<file path="config.mk">
export PLATFORM = sky130hd
export DESIGN_NAME = irs_wilkinson_array
export DESIGN_NICKNAME = d
export VERILOG_FILES = /design/src/rtl/irs_model_pkg.sv /design/src/rtl/irs_wilk_prescaler.sv /design/src/rtl/irs_wilkinson_array.sv
export SDC_FILE = /design/constraint.sdc
export NUM_CORES = 1
export LEC_CHECK = 0
export CAP_MARGIN = 5
export CORE_ASPECT_RATIO = 0.7
export CORE_UTILIZATION = 45
export CTS_CLUSTER_DIAMETER = 50
export DETAILED_ROUTE_END_ITERATION = 8
export PLACE_DENSITY = 0.66
export SYNTH_ARGS = -nofsm -noshare
export SYNTH_HDL_FRONTEND = slang
export SYNTH_SLANG_ARGS = --single-unit
export TNS_END_PERCENT = 10
</file>
<file path="constraint.sdc">
create_clock -name clk_i -period 5.6 [get_ports clk_i]
set_clock_uncertainty 0.2 [all_clocks]
set_input_delay 0.84 -clock clk_i [delete_from_list [all_inputs] [get_ports clk_i]]
set_output_delay 0.84 -clock clk_i [all_outputs]
set_load 0.005 [all_outputs]
</file>
<file path="src/rtl/irs_model_pkg.sv">
// Shared constants, FSM state type and target arithmetic for the IRS Wilkinson
// digitizer models.
package irs_model_pkg;

  localparam int NCH_DEF   = 8;
  localparam int NBITS_DEF = 12;
  localparam int DIV_W_DEF = 8;

  typedef enum logic [1:0] {
    IDLE = 2'd0,
    RAMP = 2'd1,
    DONE = 2'd2
  } state_t;

  // Adds two levels one bit wider than the result, clamping to 2^nbits-1 so a
  // large pedestal pins the channel at full scale instead of wrapping.
  function automatic logic [31:0] sat_add(input logic [31:0] a,
                                          input logic [31:0] b,
                                          input int unsigned nbits);
    logic [32:0] sum;
    logic [32:0] lim;
    sum = {1'b0, a} + {1'b0, b};
    lim = (33'd1 << nbits) - 33'd1;
    return (sum > lim) ? lim[31:0] : sum[31:0];
  endfunction

endpackage

</file>
<file path="src/rtl/irs_wilk_prescaler.sv">
// Reloadable down-counter that emits one tick every div_i+1 enabled clocks;
// div_i is sampled only on load and on each reload.
module irs_wilk_prescaler #(
  parameter int DIV_W = 8
) (
  input  logic             clk_i,
  input  logic             rst_i,
  input  logic             clr_i,
  input  logic             load_i,
  input  logic             en_i,
  input  logic [DIV_W-1:0] div_i,
  output logic             tick_o
);

  logic [DIV_W-1:0] cnt_q;

  assign tick_o = en_i && (cnt_q == '0);

  // NOTE: sequential state uses non-blocking assignments so every register
  // samples the pre-edge values of its neighbours.
  always_ff @(posedge clk_i or posedge rst_i) begin
    if (rst_i) begin
      cnt_q <= '0;
    end else if (clr_i) begin
      cnt_q <= '0;
    end else if (load_i) begin
      cnt_q <= div_i;
    end else if (en_i) begin
      cnt_q <= tick_o ? div_i : cnt_q - 1'b1;
    end
  end

endmodule

</file>
<file path="src/rtl/irs_wilkinson_array.sv">
// Multi-channel Wilkinson conversion engine: one shared ramp counter is
// compared against every channel's pedestal-shifted level.
module irs_wilkinson_array
  import irs_model_pkg::*;
#(
  parameter int NCH   = NCH_DEF,
  parameter int NBITS = NBITS_DEF,
  parameter int DIV_W = DIV_W_DEF,
  localparam int RDW  = (NCH > 1) ? $clog2(NCH) : 1
) (
  input  logic                 clk_i,
  input  logic                 rst_i,
  input  logic                 start_i,
  input  logic                 clr_i,
  input  logic [DIV_W-1:0]     div_i,
  input  logic [NBITS-1:0]     ped_i,
  input  logic [NCH*NBITS-1:0] sample_i,
  input  logic [RDW-1:0]       rd_ch_i,
  input  logic                 doe_i,
  output logic [NBITS-1:0]     dat_o,
  output logic                 busy_o,
  output logic                 done_o,
  output logic [NCH-1:0]       ovf_o,
  output logic                 tstout_o
);

  localparam logic [NBITS-1:0] FULL  = '1;
  localparam logic [RDW:0]     NCH_L = (RDW + 1)'(NCH);

  state_t           state_q, state_d;
  logic [NBITS-1:0] counter_q;
  logic [NBITS-1:0] counter_next;
  logic             tick;
  logic             accept;
  logic             ch_clear;
  logic             last_tick;
  logic             all_next;
  logic [NCH-1:0]   latched;
  logic [NCH-1:0]   hit;
  logic [NCH-1:0]   ovf;
  logic [NBITS-1:0] values [NCH];

  assign accept       = (state_q == IDLE) && start_i && !clr_i;
  assign ch_clear     = clr_i || accept;
  assign counter_next = counter_q + 1'b1;
  assign last_tick    = (counter_next == FULL);
  assign all_next     = &(latched | hit);

  irs_wilk_prescaler #(
    .DIV_W(DIV_W)
  ) u_prescaler (
    .clk_i (clk_i),
    .rst_i (rst_i),
    .clr_i (clr_i),
    .load_i(accept),
    .en_i  (state_q == RAMP),
    .div_i (div_i),
    .tick_o(tick)
  );

  for (genvar k = 0; k < NCH; k++) begin : g_chan
    logic [NBITS-1:0] target;
    logic [NBITS-1:0] value_q;
    logic             latched_q;
    logic             ovf_q;

    assign target = NBITS'(sat_add(32'(sample_i[k*NBITS +: NBITS]), 32'(ped_i), NBITS));
    // The last tick always carries all-ones, so every late channel captures
    // counter_next; it is an overflow exactly when the compare never fired.
    assign hit[k] = tick && !latched_q && ((counter_next > target) || last_tick);

    always_ff @(posedge clk_i or posedge rst_i) begin
      if (rst_i) begin
        value_q   <= '0;
        latched_q <= 1'b0;
        ovf_q     <= 1'b0;
      end else if (ch_clear) begin
        value_q   <= '0;
        latched_q <= 1'b0;
        ovf_q     <= 1'b0;
      end else if (hit[k]) begin
        value_q   <= counter_next;
        latched_q <= 1'b1;
        ovf_q     <= (counter_next <= target);
      end
    end

    assign latched[k] = latched_q;
    assign ovf[k]     = ovf_q;
    assign values[k]  = value_q;
  end

  always_ff @(posedge clk_i or posedge rst_i) begin
    if (rst_i) begin
      state_q   <= IDLE;
      counter_q <= '0;
    end else begin
      state_q <= state_d;
      if (ch_clear) begin
        counter_q <= '0;
      end else if (tick) begin
        counter_q <= counter_next;
      end
    end
  end

  // NOTE: state_d is defaulted before the case so no path leaves it
  // unassigned, which would infer a latch.
  always_comb begin
    state_d = state_q;
    if (clr_i) begin
      state_d = IDLE;
    end else begin
      case (state_q)
        IDLE:    if (start_i) state_d = RAMP;
        RAMP:    if (tick && (last_tick || all_next)) state_d = DONE;
        DONE:    state_d = IDLE;
        default: state_d = IDLE;
      endcase
    end
  end

  always_ff @(posedge clk_i or posedge rst_i) begin
    if (rst_i) begin
      dat_o <= '0;
    end else if (doe_i && ({1'b0, rd_ch_i} < NCH_L)) begin
      dat_o <= values[rd_ch_i];
    end else begin
      dat_o <= '0;
    end
  end

  assign busy_o   = (state_q == RAMP);
  assign done_o   = (state_q == DONE);
  assign ovf_o    = ovf;
  assign tstout_o = counter_q[NBITS-1];

endmodule

</file>
==> flow_summary_export.csv, run 1 <==
group,metric,value,unit
yosys,yosysWarnings,0,
power_and_ir_drop,p_per_area,198.4,nW/um^2
sta,setup_viol_count_final,0,
critical_path,worstReg2RegEnd,"state_q[1]",
critical_path,critPathArrivalTime,5.62,ns
sta,tns,0,ns
hold_path,hold_depth,2,
hold_path,hold_end,"g_chan[2].latched_q",
clocking,insertion_delay,0.42,ns
critical_path,endpoint_kind,"flip-flop",
grt,antenna_found_initial,0,
clocking,tritoncts,"yes",
detailed_routing,postRouteAntennaNets,0,
clocking,htree_num_levels,4,
die,die_area,30270,um^2
detailed_routing,routed_wirelength,41410,um
yosys,syn_avg_cell_area,8.811,um^2
critical_path,r2r_slack,0.68,ns
grt,grt_max_degree,92,
yosys,yosysTopAreaCellShare,0.2746,
die,ios,147,
sta,fin_worst_hold_slack,0.3227,ns
grt,grt-ovfl-total,0,
clocking,root_buffer,"clkbuf_16",
sta,period_needed,5.462,ns
clocking,cts_made_buffers,17,
finish,mostFrequentLayoutCell,"nor2_1",
finish,final_core_utilization,0.5965,
clocking,cts.sinks,146,
critical_path,required,5.76,ns
critical_path,rr_startpoint,"counter_q[1]",
hold_path,hp-start,"g_chan[2].latched_q",
detailed_routing,first_pass_iters,7,
finish,syn2layout_area_growth,29.79,%
placement,pre_cts_ws,-0.8095,ns
yosys,ys_types,69,
clocking,cts_max_path_buffers,2,
yosys,ys.flop_type,"dfrtp_1",
grt,grt_usage,0.2749,
die,core_area,28950,um^2
run_status,outcome,"completed",
yosys,synth_nets,1837,
grt,grt_pass1_vias,12335,
yosys,synthCells,1510,
detailed_routing,wire_per_inst,18.88,um
clocking,cts_hold_buf,0,
sta,timing.final.ws_setup,0.1375,ns
sta,rsz0062_at_grt,"yes",
placement,hpwl,30960,um
power_and_ir_drop,ir_worst_vdd,0.2024,mV
detailed_routing,drt-initial-drc-count,1055,
grt,grt_pass1_wl,65490,um
sta,fin_crit_sh,0.9754,
finish,design_area,17270,um^2
clocking,cts.reportedPaths.clkPinSlew,0.07,ns
placement,place_congestion,0.8800,
finish,layout-drive-gt1-share,0.1802,
critical_path,worst-path-max-fanout,7,
die,initial_utilization,0.4596,
detailed_routing,drc,0,
placement,placed_area,16360,um^2
die,die_h,145.9,um
hold_path,hold_class,"flip-flop to flip-flop",
finish,nNetsFinal,2129,
yosys,seq_area_frac_synth,0.2746,
finish,layout_common_cells,"nor2_1 (257), ha_1 (195), buf_4 (180)",
yosys,synth_area_leader_cell,"dfrtp_1",
detailed_routing,drt-vias-per-instance,5.781,
sta,hold_viol,0,
yosys,synthArstFlopShare,1.000,
critical_path,start_kind,"primary input",
yosys,yosys_register_bits,146,
detailed_routing,via_count,12678,
critical_path,rr_worst_depth,12,
power_and_ir_drop,power.leakage,7.862,nW
critical_path,critical_path_class,"primary input to flip-flop",
sta,worstMarginPinSlew,1.139,ns
yosys,synth_edf_count,0,
die,die_w,207.5,um
yosys,synth.area.top_cells,"dfrtp_1 (27%), ha_1 (18%), nor2_1 (7.3%), a211oi_1 (5.7%), mux4_2 (4.1%)",
placement,portBuffers,146,
flow_run,cap_violations,0,
sta,slew_headroom,0.2382,
finish,fillerInstances,2494,
die,rows,52,
sta,clock.fmax,0.1831,GHz
yosys,netlist_area,13310,um^2
sta,maxSlewViolCount,0,
finish,antenna_cells,0,
-- cells in the mapped netlist (17+ instances only) --
cell type	n
dfrtp_1	146
nand4_1	25
nor3_1	30
xnor2_1	50
mux2i_1	17
o211ai_1	17
nor2_1	258
a21oi_1	105
nand2_1	62
a211oi_1	101
o21ai_0	66
mux4_2	24
a21o_1	17
nor2b_1	41
ha_1	195
inv_1	68
clkbuf_1	35
or3_1	20
buf_4	17
-- critical path, cell delays in order --
cell,delay (ns)
clkdlybuf4s50_1,0.55
buf_12,0.14
buf_4,0.21
ha_1,0.27
or3_1,0.30
o21ai_0,0.14
a211oi_2,0.10
o21a_1,0.23
buf_4,0.14
o22a_2,0.22
or2_2,0.28
ha_1,0.18
nor2b_1,0.10
o211ai_1,0.10
a211o_1,0.28
a31oi_2,0.19
buf_4,0.15
a21oi_1,0.12
or4_1,0.56
nor4_2,0.33
o2111a_1,0.20
-- report_power, final --
| group | switching (mW) | total (mW) | leakage (nW) | internal (mW) |
|---|---|---|---|---|
| sequential | 0.0195 | 1.09 | 2.03 | 1.07 |
| combinational | 0.628 | 1.19 | 5.54 | 0.561 |
| clock | 0.511 | 1.15 | 0.285 | 0.635 |
| total | 1.16 | 3.43 | 7.86 | 2.27 |
-- state kept, by name (all words and copies together), names as in the netlist --
name and count:
g_chan.value_q 96, counter_q 12, u_prescaler.cnt_q 8, g_chan.latched_q 8, state_q 2, dat_o 12
g_chan.ovf_q 8
-- worst max path at each step --
stage            startpoint                    end  slack (ns)  depth (start not counted)
2_1_floorplan      ped_i[1]             state_q[1]        0.42                         20
3_5_place_dp       ped_i[1]             state_q[1]       -0.81                         21
3_3_place_gp       ped_i[1]             state_q[1]       -0.76                         22
6_report           ped_i[6]             state_q[1]        0.14                         21
4_1_cts            ped_i[0]             state_q[1]      -0.002                         25
5_1_grt        sample_i[48]  g_chan[4].value_q[10]       -0.02                         22
-- metal layers --
metal	track usage	routed length [um]
met1	0.4001	19390
met2	0.4214	17840
met3	0.04661	3254
met4	0.07052	923
met5	0	0
-- timing repair --
action | CTS | global route
gates resized for setup | 20 | 56
endpoints found under the hold margin | 0 | 0
pin swaps | 1 | 26
setup buffers | 2 | 6
setup endpoints to repair | 66 | 107
gates cloned | 1 | 3
-- cell families after synthesis --
kind of cell | after synthesis | synth area share
multiplexers | 41 | 0.05341
buffers and inverters | 136 | 0.04730
adder cells (fa/ha/maj) | 203 | 0.1954
XOR/XNOR | 65 | 0.04279
AO/OA/AOI/OAI | 393 | 0.1957
flip-flops | 146 | 0.2746
AND/OR/NAND/NOR | 526 | 0.1908
-- layout make-up --
cell class,count,area [um^2],share of cell area
Tap cell,378,473.0,0.02739
Timing Repair Buffer,338,3033,0.1756
Sequential cell,146,3654,0.2116
Multi-Input combinational cell,1231,9259,0.5362
Clock buffer,17,425.4,0.02463
Clock inverter,15,162.7,0.009419
Inverter,68,262.8,0.01522
-- per-stage QoR --
stage	total power [mW]	std cells
floorplan	1.808	1510
global placement	2.206	2149
detailed placement	2.245	2149
CTS	3.404	2184
global route	3.628	2193
finish	3.426	2193
Note: power is estimated with default switching activity, not from simulation.
==> inputs of run 2 (changes only) <==
--- a/config.mk
+++ b/config.mk
@@ -5,6 +5,7 @@
 export SDC_FILE = /design/constraint.sdc
 export NUM_CORES = 1
 export LEC_CHECK = 0
+export ABC_AREA = 1
 export CAP_MARGIN = 5
 export CORE_ASPECT_RATIO = 0.7
 export CORE_UTILIZATION = 45
==> run 2 against run 1 <==
  * Die area down 0.52%
  * Synthesized cell count up 23%
  * Hold slack worse by 0.041 ns
  * Clock-buffer cell count up 2
  * The run now ends with DRC left
  * First-iteration DRC count down 19%
  * Area after synthesis down 0.53%
  * Flip-flop and latch count unchanged
  * Total power up 1.6%
  * Cell count up 9.4%
  * Global-route usage down 0.58 points
  * Utilization down 4.6 points
  * Largest cell class unchanged
==> flow_summary_export.csv, run 2 <==
group,metric,value,unit
yosys,synth_area_leader_cell,"dfrtp_1",
finish,final_core_utilization,0.5500,
finish,stdcell_count,2399,
finish,nNetsFinal,2335,
yosys,ys_types,35,
critical_path,endpoint_kind,"flip-flop",
finish,top_register,"g_chan.value_q",
clocking,tritoncts,"yes",
placement,pre_cts_ws,0.08361,ns
grt,antenna_found_initial,0,
yosys,synth_nets,2180,
placement,portBuffers,146,
critical_path,required,5.75,ns
detailed_routing,via_count,12928,
detailed_routing,postRouteAntennaNets,0,
yosys,ys.flop_type,"dfrtp_1",
yosys,yosys-top-cells-count,"nand2_1 (407), inv_1 (226), a21oi_1 (218)",
sta,fin_crit_sh,0.9241,
detailed_routing,wire_per_inst,16.49,um
clocking,cts_max_path_buffers,2,
placement,place_inst,2367,
yosys,synthArstFlopShare,1.000,
sta,worstMarginPinSlew,0.9598,ns
finish,mostFrequentLayoutCell,"nand2_1",
yosys,yosys_register_bits,146,
finish,syn2layout_area_growth,20.05,%
sta,hold_viol,0,
yosys,synthSimpleGateAreaFrac,0.2223,
clocking,cts_made_buffers,17,
sta,rsz0062_at_grt,"no",
yosys,synth_compound_area_frac,0.1952,
run_status,violations,"DRC",
grt,grt_pass1_wl,63580,um
critical_path,worst-path-max-fanout,23,
die,die_h,145.5,um
power_and_ir_drop,p_per_area,219.1,nW/um^2
critical_path,endpoint,"g_chan[2].value_q[11]",
die,die_w,207.0,um
yosys,yosysTopAreaCellShare,0.2760,
yosys,synth.area.mux_share,0,
placement,place_congestion,0.9226,
yosys,synth_edf_count,0,
critical_path,r2r_slack,1.38,ns
finish,top_regs,"g_chan.value_q (96), counter_q (12), dat_o (12)",
power_and_ir_drop,ir_worst_vdd,0.1887,mV
power_and_ir_drop,power.leakage,8.168,nW
yosys,yosysWarnings,0,
flow_run,cap_violations,0,
yosys,yosysMostFrequentCell,"nand2_1",
placement,placed_area,15260,um^2
finish,fillerInstances,2788,
grt,grt_usage,0.2691,
detailed_routing,drt-vias-per-instance,5.389,
finish,antenna_cells,0,
sta,tns,0,ns
die,initial_utilization,0.4582,
yosys,syn_avg_cell_area,7.143,um^2
finish,layout-drive-gt1-share,0.07472,
die,ios,147,
grt,grt_max_degree,72,
die,rows,52,
sta,fin_worst_hold_slack,0.2816,ns
die,die_area,30110,um^2
critical_path,rr_worst_depth,19,
detailed_routing,routed_wirelength,39560,um
die,core_area,28890,um^2
finish,design_area,15890,um^2
critical_path,rr_startpoint,"counter_q[0]",
power_and_ir_drop,finalPower,3.482,mW
sta,setup_viol_count_final,0,
clocking,post_cts_buffers,0,
detailed_routing,drt-initial-drc-count,856,
yosys,synth.area.top_cells,"dfrtp_1 (28%), ha_1 (18%), nand2_1 (12%), a21oi_1 (8.2%), o21ai_0 (6.5%)",
clocking,root_buffer,"clkbuf_16",
critical_path,start_kind,"primary input",
yosys,synth-xor-area-share,0.02051,
clocking,cts.reportedPaths.clkPinSlew,0.06,ns
finish,largest_reg_flops,96,
clocking,cts_hold_buf,0,
grt,grt_pass1_vias,12425,
sta,timing.final.ws_setup,0.4248,ns
detailed_routing,first_pass_iters,9,
yosys,synth_top_family_by_area,"simple AND/OR/NAND/NOR gates",
finish,register_area,3654,um^2
clocking,htree_num_levels,4,
yosys,seq_area_frac_synth,0.2760,
clocking,cts.sinks,146,
sta,slew_headroom,0.3578,
yosys,netlist_area,13240,um^2
finish,multi_input_area,8397,um^2
yosys,synthCells,1853,
finish,layout_common_cells,"nand2_1 (407), inv_1 (225), a21oi_1 (218)",
critical_path,critPathArrivalTime,5.32,ns
clocking,insertion_delay,0.43,ns
critical_path,critical_path_class,"primary input to flip-flop",
critical_path,cp-startpoint,"ped_i[3]",
yosys,synth_adder_area_share,0.1964,
sta,maxSlewViolCount,0,
run_status,outcome,"finished with violations",
sta,period_needed,5.175,ns
placement,hpwl,29840,um
clocking,cts_resized,0,
hold_path,hold_class,"flip-flop to flip-flop",
critical_path,worstReg2RegEnd,"g_chan[3].value_q[1]",
grt,grt-ovfl-total,0,
sta,clock.fmax,0.1932,GHz
detailed_routing,drc,3,
-- run 2: cell types whose count changed in the layout (fill, tap and decap cells not counted), sizes merged, moves of 113 or more --
cell / change
nand2: +353
inv: +165
buf: -156
o21ai: +153
nor2: -125
a21oi: +113
-- run 2: report_power, final --
part           total (mW)  switching (mW)  internal [mW]
Combinational        1.14           0.672          0.465
Clock                1.21           0.452          0.757
Sequential           1.13          0.0343           1.10
-- run 2: layout make-up --
cell class / count / area share
Multi-Input combinational cell: 1420 / 0.5285
Clock buffer: 19 / 0.02788
Tap cell: 378 / 0.02977
Inverter: 241 / 0.05725
Timing Repair Buffer: 182 / 0.1153
Sequential cell: 146 / 0.2299
Clock inverter: 13 / 0.01142
-- run 2: routing by layer --
metal	global-route usage	up-vias	part of all wire
li1	-	6522	-
met3	0.02709	36	0.050
met5	0	-	0
met4	0.05146	0	0.010
met1	0.4049	6023	0.50
met2	0.4172	347	0.44
-- run 2: how the worst min path moves through the flow --
| stage | from | endpoint | slack [ns] | cells past startpoint |
|---|---|---|---|---|
| floorplan | g_chan[3].ovf_q | g_chan[3].ovf_q | 0.24 | 2 |
| global placement | g_chan[5].value_q[6] | g_chan[5].value_q[6] | 0.26 | 2 |
| detailed placement | g_chan[5].value_q[6] | g_chan[5].value_q[6] | 0.27 | 2 |
| CTS | g_chan[5].value_q[6] | g_chan[5].value_q[6] | 0.28 | 2 |
| global route | g_chan[5].value_q[10] | g_chan[5].value_q[10] | 0.30 | 2 |
| finish | g_chan[3].value_q[0] | g_chan[3].value_q[0] | 0.28 | 2 |
-- run 2: kinds of logic (layout without fill, tap and decap cells) --
group,after synthesis,in the layout
AND/OR/NAND/NOR,688,688
adder cells (fa/ha/maj),203,203
flip-flops,146,146
AO/OA/AOI/OAI,498,498
XOR/XNOR,31,31
buffers and inverters,287,455
-- run 2: critical path: stages --
cell and delay (ns):
clkdlybuf4s50_1 0.68, buf_4 0.28, ha_1 0.34, nand2_1 0.09, nand2_1 0.04, a31oi_1 0.20
inv_1 0.09, a21o_1 0.17, nand2_1 0.08, o21ai_1 0.07, nand2_1 0.08, nand2_1 0.06
a21oi_1 0.24, inv_2 0.15, a21oi_1 0.17, ha_1 0.26, a21oi_1 0.13, nor2_1 0.05
nor2_1 0.09, nand2_1 0.07, o21ai_0 0.37, nand2_1 0.12, nand2_1 0.12, nand2_1 0.08
inv_2 0.10, buf_12 0.17, nand2_1 0.07, o21ai_1 0.08
